==> config.mk <==
export PLATFORM = sky130hd
export DESIGN_NAME = inst_fetch
export DESIGN_NICKNAME = d
export VERILOG_FILES = /design/src/rtl/inst_fetch.sv
export SDC_FILE = /design/constraint.sdc
export NUM_CORES = 1
export LEC_CHECK = 0
export BUFFER_PORTS_ARGS = -buffer_cell sky130_fd_sc_hd__buf_2
export CAP_MARGIN = 20
export CORE_ASPECT_RATIO = 1.75
export CORE_MARGIN = 1.5
export CORE_UTILIZATION = 30
export DETAILED_ROUTE_END_ITERATION = 16
export GPL_TIMING_DRIVEN = 1
export PLACE_DENSITY = 0.6
export SYNTH_ARGS = -nofsm -noshare
export SYNTH_HDL_FRONTEND = slang
export SYNTH_SLANG_ARGS = --single-unit
==> constraint.sdc <==
create_clock -name clk -period 4.59 [get_ports clk]
set_input_delay 0.918 -clock clk [delete_from_list [all_inputs] [get_ports clk]]
set_output_delay 0.918 -clock clk [all_outputs]
set_load 0.01 [all_outputs]
==> src/rtl/inst_fetch.sv <==
// IF stage of the 5-stage RV32I pipeline: fetches one 32-bit instruction as four
// little-endian byte reads from the byte-wide memory controller port.
module inst_fetch #(
    parameter logic [31:0] RESET_PC = 32'h0,
    parameter int          STALL_W  = 6
) (
    input  logic               clk,
    input  logic               rst,
    input  logic [STALL_W-1:0] stall_sign,
    input  logic               branch_flag_i,
    input  logic [31:0]        branch_target_i,
    input  logic               mem_busy_i,
    input  logic [7:0]         mem_data_i,
    output logic               mem_req_o,
    output logic [31:0]        mem_addr_o,
    output logic [31:0]        if_pc,
    output logic [31:0]        if_inst,
    output logic               if_stall_req
);

    logic [31:0] pc;
    logic [31:0] inst_buf;
    logic [2:0]  req_idx;
    logic [2:0]  rcv_idx;
    logic        pend;
    logic        done;
    logic        grant;

    // Only the IF hold bit of the ctrl stall vector matters here.
    logic unused_stall;
    assign unused_stall = ^{stall_sign[STALL_W-1:2], stall_sign[0]};

    assign done         = (rcv_idx == 3'd4);
    assign mem_req_o    = !rst && (req_idx < 3'd4) && !branch_flag_i;
    assign grant        = mem_req_o && !mem_busy_i;
    assign mem_addr_o   = pc + {29'd0, req_idx};
    assign if_stall_req = !rst && !done;
    assign if_inst      = done ? inst_buf : 32'd0;
    assign if_pc        = pc;

    // NOTE: sequential state uses non-blocking assignments so every register
    // samples the pre-edge values of its neighbours.
    always_ff @(posedge clk) begin
        if (rst) begin
            pc       <= RESET_PC;
            req_idx  <= 3'd0;
            rcv_idx  <= 3'd0;
            pend     <= 1'b0;
            inst_buf <= 32'd0;
        end else if (branch_flag_i) begin
            // A byte still in flight belongs to the squashed fetch and is dropped.
            pc       <= branch_target_i;
            req_idx  <= 3'd0;
            rcv_idx  <= 3'd0;
            pend     <= 1'b0;
            inst_buf <= 32'd0;
        end else if (done) begin
            if (!stall_sign[1]) begin
                pc      <= pc + 32'd4;
                req_idx <= 3'd0;
                rcv_idx <= 3'd0;
                pend    <= 1'b0;
            end
        end else begin
            pend <= grant;
            if (grant) begin
                req_idx <= req_idx + 3'd1;
            end
            if (pend) begin
                case (rcv_idx[1:0])
                    2'd0:    inst_buf[7:0]   <= mem_data_i;
                    2'd1:    inst_buf[15:8]  <= mem_data_i;
                    2'd2:    inst_buf[23:16] <= mem_data_i;
                    default: inst_buf[31:24] <= mem_data_i;
                endcase
                rcv_idx <= rcv_idx + 3'd1;
            end
        end
    end

endmodule

Word-level counts from Yosys, hierarchy flattened
Cells that the tools add are included.
{ "word_totals": {"elab_cells": 52, "input_bits": 50, "regBits": 71} }
{ "op_classes": {"mux": 11, "eq_ne": 5, "n_reduce_logical": 21, "magnitude_cmp": 1, "bitwise_logic": 2, "n_addsub": 4} }
{ "op_table": {"columns": ["operator", "n"], "rows": [
  ["32-bit two-way mux", 4],
  ["32-bit by 3-bit adder with 32-bit output", 1],
  ["32-bit by 3-bit adder with 32-bit output (second input constant)", 1],
  ["3-bit two-way mux", 5],
  ["3-bit AND reduction", 4],
  ["3-bit by 1-bit adder with 3-bit output (second input constant)", 2],
  ["2-bit AND reduction", 3],
  ["2-bit nonzero test", 3],
  ["1-bit logical AND", 4],
  ["1-bit logical NOT", 4],
  ["3-bit == test (second input constant)", 1],
  ["3-bit < comparator (second input constant)", 1],
  ["3-bit OR reduction", 1],
  ["2-bit by 1-bit == test with 1-bit output (second input constant)", 1],
  ["2-bit == test (second input constant)", 1],
  ["2-bit logical NOT", 1],
  ["1-bit two-way mux", 2],
  ["2-bit by 1-bit inequality test with 1-bit output (second input constant)", 1],
  ["2-bit inequality test (second input constant)", 1],
  ["1-bit NOT", 2],
  ["2-bit OR reduction", 1]
]} }

Depth between registers and ports, before layout
Gate-level depths: netlist of the first run.
{ "logic_depth": {"ltp_word": 6, "ltp_mapped": 9} }

Worst setup path after synthesis of the first run
OpenSTA, ideal clock, no wires.
{ "synth_timing": {"path_kind": "register to output", "start": "reg pc[0], in the netlist if_pc[0]", "end": "out mem_addr_o[20]", "path_stages_with_launch": 8, "setup_slack_ns": 1.758, "t_required_ns": 3.672, "arrival_ns": 1.914, "cell_sequence": "dfxtp_1 > ha_1 > fa_1 > a21o_1 > nor4b_2 > nor2b_1 > nand3_1 > xnor2_1"} }
{ "synth_between": {"elab_chain_cells": 1} }
{ "synth_rtl": {"columns": ["element", "line", "text"], "rows": [
  ["start: declaration", "21", "logic [31:0] pc;"],
  ["start signal: assignment", "52", "pc <= branch_target_i;"],
  ["start signal: assignment", "59", "pc <= pc + 32'd4;"],
  ["32-bit by 3-bit adder with 32-bit output", "36", "assign mem_addr_o = pc + {29'd0, req_idx};"],
  ["end: declaration", "15", "output logic [31:0] mem_addr_o,"]
]} }
Every way passes these cells.

Final worst setup path of the first run
{ "layout_timing": {"start": "reg req_idx[0]", "end": "out mem_addr_o[20]"} }
{ "layout_between": {"elab_chain_cells": 1} }
{ "layout_rtl": {"columns": ["element", "line", "text"], "rows": [
  ["start: declaration", "23", "logic [2:0] req_idx;"],
  ["start signal: assignment", "67", "req_idx <= req_idx + 3'd1;"],
  ["32-bit by 3-bit adder with 32-bit output", "36", null]
]} }
Every way passes these cells.

==> metrics, run 1 <==
RSZ-0062 raised after global routing=no; routed via count=4194; Die Span Y=159 µm; Tot GR Track Use=0.184; Total Negative Setup Slacks=0 ns; Clk pin slew, worst setup/hold paths=0.06 ns; cell row count=57; flops & latches, synth=71; peak fanout along the critical path=5; antenna cells=0; Crit Path Class=reg -> out; Slew HR=0.582; Seq/Total Area, Yosys=0.339; outcome=finished clean; total CTS buffers=9; Synth Net Count=575; Syn Inst Count=514; drt drc=0; CP max stage delay=0.49 ns; die area=14700 µm²; Slew @ Worst Pin=0.622 ns; CP cell instances=ha_1, fa_1, a21o_1, nor4b_2, nor2b_1, nand3_1, xnor2_1, buf_2; Yosys cell types=50; initial core utilization=0.305; CTS resizes=0; layout cells sized above 1=0.273; CP Capture Type=primary output; area leader, netlist=dfxtp_1; global route total overflow=0; Final HPWL DP=10.1 mm; core area=13800 µm²; Final GP Congestion=0.887; clock tree buffer depth=2; top cells by count, synth=dfxtp_1, nor2_1, nand2_1; Vias/cell=5.18; cell with the most instances after synthesis=dfxtp_1; largest cells by area after synthesis=dfxtp_1, mux2i_1, nor2_1; average size of a mapped cell=8.16 µm²; Peak Freq=277 MHz; Fillers=1460; Tcrit/Tclk final=0.788; Finished Layout Cells=810; clock insertion delay at the later pin of the skew report=0.33 ns; average wire per standard cell=16.7 µm; synthesized area=4200 µm²; power per cell area=291 nW/µm²; Chip Width=92.4 µm; Max Cap Violations=0; Crit path required time=3.67 ns; Yosys Warn Count=0; DR pass1 iterations=4; crit path launch type=flip-flop; HP Class=reg -> reg; initial antenna violation count=1; Hold Buf Count CTS=0; fin. max-slew vios=0; IO buf count=142; Setup Fix Bufs, Post-CTS=0; Layout Skew=0.0107 ns; Root Buffer=clkbuf_16; WP data arrival=2.70 ns; vias in the first global route=4092; Top delay family on crit path=simple AND/OR/NAND/NOR gates; Lkg Pwr=0.00257 µW; fin area=5270 µm²; CTS tree=built; Area after DPL=4990 µm²; TritonCTS Sinks=71; final hold vios=0; Yosys top cell area share=0.339; fin util=0.383; first-pass GRT wire length=21.3 mm; Min Clock Period, post-route=3.62 ns; slowest CP cell=nor4b_2; CP bufs+invs=1; Area growth, synth to finish=25.6%; Top FF cell, synth=dfxtp_1; htree depth=3; final setup fails=0; ys async rst share=0; Max VDD drop=0.000168 V; Top Ports=148; dpl cells=796; Final ANT Viol Nets=0; initial drt markers=166; Post-synth EDFFs=0; nets=691; Routed WL=13.5 mm; largest net degree at the start of global routing=44
==> cells in the final DEF (no fill, tap or decap), types with 3 or more instances in the layout <==
master / netlist / layout
and3_1: 35 / 35
buf_4: 2 / 7
ha_1: 10 / 10
nand4_1: 13 / 13
o21ai_0: 6 / 6
nor2_1: 67 / 67
a21oi_1: 20 / 20
o2111a_1: 3 / 3
and4b_1: 3 / 3
a211oi_1: 12 / 12
xnor2_1: 26 / 26
nor3_1: 16 / 16
dfxtp_1: 71 / 71
buf_2: 14 / 142
nand3_1: 31 / 31
or3_1: 4 / 4
clkbuf_1: 26 / 3
xor2_1: 28 / 28
clkbuf_16: 0 / 9
mux2i_1: 30 / 30
nand2_1: 46 / 46
inv_1: 5 / 5
nor4_1: 8 / 8
==> sequential cells by signal (all words and copies together) (netlist names) <==
register  flops
inst_buf     32
rcv_idx       3
pend          1
if_pc        32
req_idx       3
==> area by class of cell <==
class / instances / area [µm²] / area share
Multi-Input combinational cell: 393 / 2560 / 0.486
Sequential cell: 71 / 1420 / 0.270
Timing Repair Buffer: 149 / 763 / 0.145
Clock buffer: 13 / 250 / 0.0475
Tap cell: 177 / 221 / 0.0420
Clock inverter: 1 / 30.0 / 0.00570
Inverter: 6 / 22.5 / 0.00427
==> per-layer routing <==
| metal | up-vias | global-route usage | routed length (µm) |
|---|---|---|---|
| met2 | 187 | 0.330 | 7010 |
| li1 | 2028 | - | - |
| met3 | 34 | 0.0497 | 1050 |
| met1 | 1943 | 0.191 | 4950 |
| met4 | 2 | 0.0951 | 475 |
| met5 | - | 0 | 14 |
==> worst register-to-register path, delay by kind of cell (launching register included) <==
| family | cells | cell delay, ns |
|---|---|---|
| simple gates | 4 | 1.31 |
| compound gates | 1 | 0.28 |
| fa+ha+maj | 1 | 0.25 |
| buf+inv | 1 | 0.13 |
| flops | 1 | 0.36 |
==> kinds of logic (layout without fill, tap and decap cells) <==
| kind of cell | count (synthesis) | count (layout) | share of synthesized area |
|---|---|---|---|
| muxes | 30 | 30 | 0.0716 |
| DFF | 71 | 71 | 0.339 |
| adders and majority gates | 11 | 11 | 0.0346 |
| AOI/OAI and AO/OA | 50 | 50 | 0.0802 |
| buffers and inverters | 50 | 169 | 0.0507 |
| and+or+nand+nor | 248 | 248 | 0.311 |
| xor gates and xnor gates | 54 | 54 | 0.113 |
==> final timing paths <==
check / startpoint / end / slack (ns) / cells past startpoint
hold / removal: inst_buf[24] / inst_buf[24] / 0.45 / 2
setup reg to reg: rcv_idx[0] / if_pc[24] / 2.18 / 7
hold reg to reg: inst_buf[24] / inst_buf[24] / 0.45 / 2
setup / recovery: req_idx[0] / mem_addr_o[20] / 0.97 / 8
==> metrics by stage <==
stage	setup slack, ns	hold slack [ns]	total power (µW)
floorplan	1.76	0.432	785
global placement	1.33	0.442	864
detailed placement	1.29	0.444	868
CTS	0.921	0.451	1560
global route	0.772	0.468	1600
finish	0.975	0.450	1530
==> report_power, final <==
part / leakage, µW / switching, µW / internal, µW / total [µW]
clock: 0.000136 / 249 / 430 / 679
combinational: 0.00186 / 95.6 / 76.6 / 172
sequential: 0.000580 / 44.5 / 637 / 682
total: 0.00257 / 389 / 1140 / 1530
No activity file was read; power rests on OpenSTA's default activity.
==> run 2: changes to the inputs <==
Settings changed: ABC_AREA set to 1, PLACE_DENSITY 0.6 to 0.59.
Clock period 4.59 ns to 3.4 ns, I/O delays scaled along.
==> metrics, run 2 <==
average size of a mapped cell=6.45 µm² (-21%); Peak Freq=331 MHz; Yosys cell types=40 (-20%); antenna cells=0 (unchanged); final hold vios=0 (unchanged); Max Cap Violations=0 (unchanged); global route total overflow=0 (unchanged); Synth Net Count=768 (+34%); peak fanout along the critical path=4 (-1); worst flop-to-flop path endpoint=if_pc[9]; ys async rst share=0 (unchanged); Final GP Congestion=0.875 (-1.3%); fin util=0.388 (+0.00552); RSZ-0062 raised after global routing=no; Crit path required time=2.72 ns (-0.95 ns); initial core utilization=0.307 (+0.00240); core area=14800 µm² (+7.8%); commonest non-fill, non-tap cell in the layout=buf_2; Area growth, synth to finish=26.4%; die area=16000 µm² (+8.4%); Clk pwr share=0.458 (+0.015); fin. max-slew vios=0 (unchanged); Slew @ Worst Pin=0.513 ns (-0.109 ns); Reg power frac=0.416 (-0.029); cell row count=59 (+3.5%); Switching Fraction=0.268 (+0.0142); setup slack, reg-to-reg=1.22 ns (-0.96 ns); Area after DPL=5450 µm² (+9.3%); average wire per standard cell=15.5 µm (-7.0%); Top Ports=148 (unchanged); total CTS buffers=9 (unchanged); Chip Width=96.2 µm (+4.1%); synthesized area=4560 µm² (+8.6%); Seq/Total Area, Yosys=0.312 (-0.0270); routed via count=4896 (+17%); DR pass1 iterations=5 (+1); Final HPWL DP=12.5 mm (+23%); Worst R2R Start=rcv_idx[0]; hold_sp=inst_buf[29]; Max VDD drop=0.000194 V (+16%); Root Buffer=clkbuf_16; Final Total Pwr=2180 µW (+42%); Setup Fix Bufs, Post-CTS=0 (unchanged); Final WS setup=0.379 ns (-0.596 ns); Layout Skew=0.0103 ns (-0.000484 ns); DR WL met3=705 µm (-33%); CTS tree=built; nets=904 (+31%); P_sw=583 µW (+50%); HP Class=reg -> reg; Tcrit/Tclk final=0.889; Lkg Pwr=0.00261 µW (+1.5%); power per cell area=378 nW/µm² (+30%); Routed WL=16.0 mm (+18%); initial antenna violation count=0 (-1); Top FF cell, synth=dfxtp_1; most frequent cells in the layout=buf_2, nand2_1, nor2_1, inv_1, dfxtp_1; clock insertion delay at the later pin of the skew report=0.33 ns (about the same); Top Metal Used=met4; layout cells sized above 1=0.254 (-0.0198); Total Negative Setup Slacks=0 ns (unchanged); Tot GR Track Use=0.204 (+0.0199); CP Capture Type=primary output; CTS resizes=0 (unchanged); TritonCTS Sinks=71 (unchanged); area leader, netlist=dfxtp_1; pre-CTS WS=0.695 ns (-0.597 ns); hold path endpoint=inst_buf[29]; R2R cell count=10 (+3); drt drc=0 (unchanged); Fillers=1665 (+14%); clock tree buffer depth=2 (unchanged); Crit Path Class=reg -> out; largest net degree at the start of global routing=29 (-34%); top cells by count, synth=nand2_1, nor2_1, inv_1; WP data arrival=2.34 ns (-0.36 ns); final setup fails=0 (unchanged); Hold Buf Count CTS=0 (unchanged); htree depth=3 (unchanged); initial drt markers=135 (-19%); Clk pin slew, worst setup/hold paths=0.06 ns (about the same); met2 WL=9.06 mm (+29%); Syn Inst Count=707 (+38%); crit path launch type=flip-flop; fin area=5760 µm² (+9.4%); Comb power frac=0.126 (+0.014); Hold Path Depth=2 (unchanged); WL met1=5.73 mm (+16%); Yosys Warn Count=0 (unchanged); first-pass GRT wire length=24.4 mm (+15%); Vias/cell=4.75 (-8.3%); Slew HR=0.658 (+0.0758); internal power=1590 µW (+39%); IO buf count=142 (unchanged); largest cells by area after synthesis=dfxtp_1, nand2_1, nor2_1; vias in the first global route=4724 (+15%); outcome=finished clean; cell with the most instances after synthesis=nand2_1; Yosys top cell area share=0.312 (-0.0270); Final ANT Viol Nets=0 (unchanged); Min Clock Period, post-route=3.02 ns; Post-synth EDFFs=0 (unchanged); flops & latches, synth=71 (unchanged); Die Span Y=166 µm (+4.2%)
-- run 2: changes by cell type after synthesis, moves of 10 or more --
cell      delta
inv_1       +87
xnor2_1     -22
o21ai_0     +32
nand2_2     +15
nand3_1     +17
nor3_1      -10
clkbuf_1    -17
nor2_1      +53
nor2_2      +11
nand2_1     +87
a21oi_1     +29
and3_1      -35
mux2i_1     -30
-- run 2: logic make-up after synthesis --
kind of cell,Yosys count,synth area share
AO/OA/AOI/OAI,108,0.130
XOR/XNOR,31,0.0596
adder cells (fa/ha/maj),11,0.0318
buffers and inverters,123,0.106
flip-flops,71,0.312
AND/OR/NAND/NOR,363,0.360
-- run 2: worst max path at each step --
stage,from,to,cells after the start
after floorplan,if_pc[0],mem_addr_o[20],11
after global placement,req_idx[0],mem_addr_o[30],10
after detailed placement,req_idx[0],mem_addr_o[30],10
after CTS,req_idx[0],mem_addr_o[30],10
after global routing,req_idx[0],mem_addr_o[20],12
final,req_idx[0],mem_addr_o[20],12
-- run 2: critical path, stage by stage (launching register included) --
cell and delay (ns):
dfxtp_1 0.38, ha_1 0.21, fa_1 0.22, nand2_1 0.06, nand2_1 0.09, nand2_1 0.09
nor2_2 0.22, nand2_2 0.14, nor2_4 0.12, nand2_2 0.08, nor2_2 0.11, xor2_1 0.14
buf_2 0.15
-- run 2: through the flow --
step / instances / hold slack [ns]
floorplan: 707 / 0.429
global placement: 1015 / 0.440
detailed placement: 1015 / 0.443
CTS: 1031 / 0.452
global route: 1031 / 0.473
finish: 1031 / 0.451
-- run 2: layer usage --
layer | global-route usage | up-vias
met2 | 0.397 | 137
met1 | 0.200 | 2219
li1 | - | 2511
met5 | 0 | -
met3 | 0.0279 | 29
met4 | 0.0940 | 0
-- run 2: area by class of cell --
type / count / area (µm²) / area share
clock buffers: 13 / 270 / 0.0469
multi-input cells: 513 / 2650 / 0.460
inverters: 95 / 357 / 0.0619
flip-flops and latches: 71 / 1420 / 0.247
repair buffers: 153 / 793 / 0.138
well taps: 183 / 229 / 0.0397
clock inverters: 3 / 40.0 / 0.00695
-- run 2: power by group through the flow --
stage / logic, µW / registers [µW] / clock network, µW
after detailed placement: 278 / 923 / 0
after global routing: 308 / 909 / 1050
after CTS: 279 / 905 / 1020
final: 275 / 905 / 997
after global placement: 276 / 922 / 0
after floorplan: 147 / 919 / 0
==> run 3: changes to the inputs <==
==> constraint.sdc (replaced) <==
create_clock -name clk -period 3.4 [get_ports clk]
set_input_delay 0.51 -clock clk [delete_from_list [all_inputs] [get_ports clk]]
set_output_delay 0.51 -clock clk [all_outputs]
set_load 0.01 [all_outputs]
==> metrics, run 3 (synthesized netlist as in run 2, its figures left out) <==
outcome=finished clean; met3 Usage GRT=0.0298 (+0.00183); Crit path required time=2.89 ns (+0.17 ns); routed via count=4962 (+1.3%); Chip Width=96.2 µm (unchanged); crit path launch type=flip-flop; RSZ-0062 raised after global routing=no; drt drc=0 (unchanged); HP Class=in -> reg; Total Negative Setup Slacks=0 ns (unchanged); Peak Freq=343 MHz (+3.6%); Max Cap Violations=0 (unchanged); Top Usage Layer GRT=met2; Vias/cell=4.84 (+1.8%); CP max stage delay=0.39 ns (about the same); total CTS buffers=9 (unchanged); Max VDD drop=0.000206 V (+5.9%); TritonCTS Sinks=71 (unchanged); clock insertion delay at the later pin of the skew report=0.33 ns (about the same); initial drt markers=149 (+10%); CTS resizes=0 (unchanged); Min Clock Period, post-route=2.92 ns (-0.105 ns); met2 usage=0.386 (-0.0110); DR pass1 iterations=4 (-1); setup slack, reg-to-reg=0.97 ns (-0.25 ns); Final GP Congestion=0.885 (+1.2%); pre-CTS WS=0.839 ns (+0.144 ns); cell row count=59 (unchanged); core area=14800 µm² (unchanged); average wire per standard cell=15.4 µm (-0.36%); power per cell area=372 nW/µm² (-1.5%); CP cell instances=ha_1, fa_1, nand2_1, nand2_1, nand2_1, nor2_2, nand2_2, nor2_4, nand2_2, nor2_2, xor2_1, buf_2; Area growth, synth to finish=25.6%; layout cells sized above 1=0.249 (-0.00443); Root Buffer=clkbuf_16; vias in the first global route=4652 (-1.5%); final setup fails=0 (unchanged); Clk pin slew, worst setup/hold paths=0.06 ns (about the same); Top Ports=148 (unchanged); Final WS setup=0.484 ns (+0.105 ns); Lkg Pwr=0.00259 µW (-0.96%); fin. max-slew vios=0 (unchanged); clock tree buffer depth=2 (unchanged); global route total overflow=0 (unchanged); critical path's most frequent cell=nand2_1; antenna cells=0 (unchanged); CTS tree=built; Crit Path Class=reg -> out; slowest CP cell=dfxtp_1; most frequent cells in the layout=buf_2, nand2_1, nor2_1, inv_1, dfxtp_1; CP Capture Type=primary output; Slew @ Worst Pin=0.554 ns (+0.0406 ns); IO buf count=142 (unchanged); Die Span Y=166 µm (unchanged); Routed WL=15.8 mm (-0.85%); peak fanout along the critical path=4 (unchanged); Tcrit/Tclk final=0.858 (-0.0309); met1 Usage GRT=0.197 (-0.00253); Setup Fix Bufs, Post-CTS=0 (unchanged); initial antenna violation count=0 (unchanged); Slew HR=0.631 (-0.0271); die area=16000 µm² (unchanged); commonest non-fill, non-tap cell in the layout=buf_2; largest net degree at the start of global routing=34 (+17%); Final ANT Viol Nets=0 (unchanged); htree depth=3 (unchanged); Hold Buf Count CTS=0 (unchanged); WP data arrival=2.41 ns (+0.07 ns); Tot GR Track Use=0.201 (-0.00313); first-pass GRT wire length=24.1 mm (-1.3%); Layout Skew=0.00638 ns (-0.00389 ns); Final HPWL DP=12.3 mm (-0.96%); nets=902 (-0.22%); initial core utilization=0.307 (unchanged); final hold vios=0 (unchanged)
==> run 3: metal layers <==
metal  vias to the layer above  wire [µm]
li1                       2505          -
met1                      2250       5610
met2                       169       8810
met3                        38        836
met4                         0        589
met5                         -          0
==> run 3: cell type report <==
class / instances / area (µm²)
Clock buffer: 12 / 256
Clock inverter: 1 / 30.0
Fill cell: 1626 / 9110
Inverter: 95 / 357
Multi-Input combinational cell: 513 / 2650
Sequential cell: 71 / 1420
Tap cell: 183 / 229
Timing Repair Buffer: 151 / 778
==> run 3: path summary, 6_finish.rpt <==
path | to | cells past startpoint | from
max reg2reg | inst_buf[9] | 9 | rcv_idx[0]
max | mem_addr_o[20] | 12 | req_idx[0]
min reg2reg | inst_buf[5] | 2 | inst_buf[5]
min | if_pc[0] | 3 | branch_target_i[0]
==> run 3: worst max-delay path: cells and delay by family (launching register included) <==
family	cells	cell delay, ns
simple gates	8	0.96
flops	1	0.39
buf+inv	1	0.15
fa+ha+maj	2	0.43
xor+xnor	1	0.15
==> run 3: report_power, final <==
group | internal, µW | leakage (µW) | total (µW) | switching (µW)
Sequential | 859 | 0.000579 | 906 | 46.4
Combinational | 106 | 0.00187 | 271 | 165
Clock | 597 | 0.000141 | 953 | 357
==> run 3: stage by stage <==
| step | instance area [µm²] | total power [µW] | cells | utilization | hold slack [ns] |
|---|---|---|---|---|---|
| 6_report | 5720 | 2130 | 1026 | 0.386 | 0.409 |
| 3_5_place_dp | 5440 | 1200 | 1013 | 0.366 | 0.444 |
| 2_1_floorplan | 4560 | 1070 | 707 | - | 0.429 |
| 3_3_place_gp | 5440 | 1190 | 1013 | 0.366 | 0.439 |
| 4_1_cts | 5720 | 2160 | 1026 | 0.386 | 0.394 |
| 5_1_grt | 5720 | 2220 | 1026 | 0.386 | 0.424 |
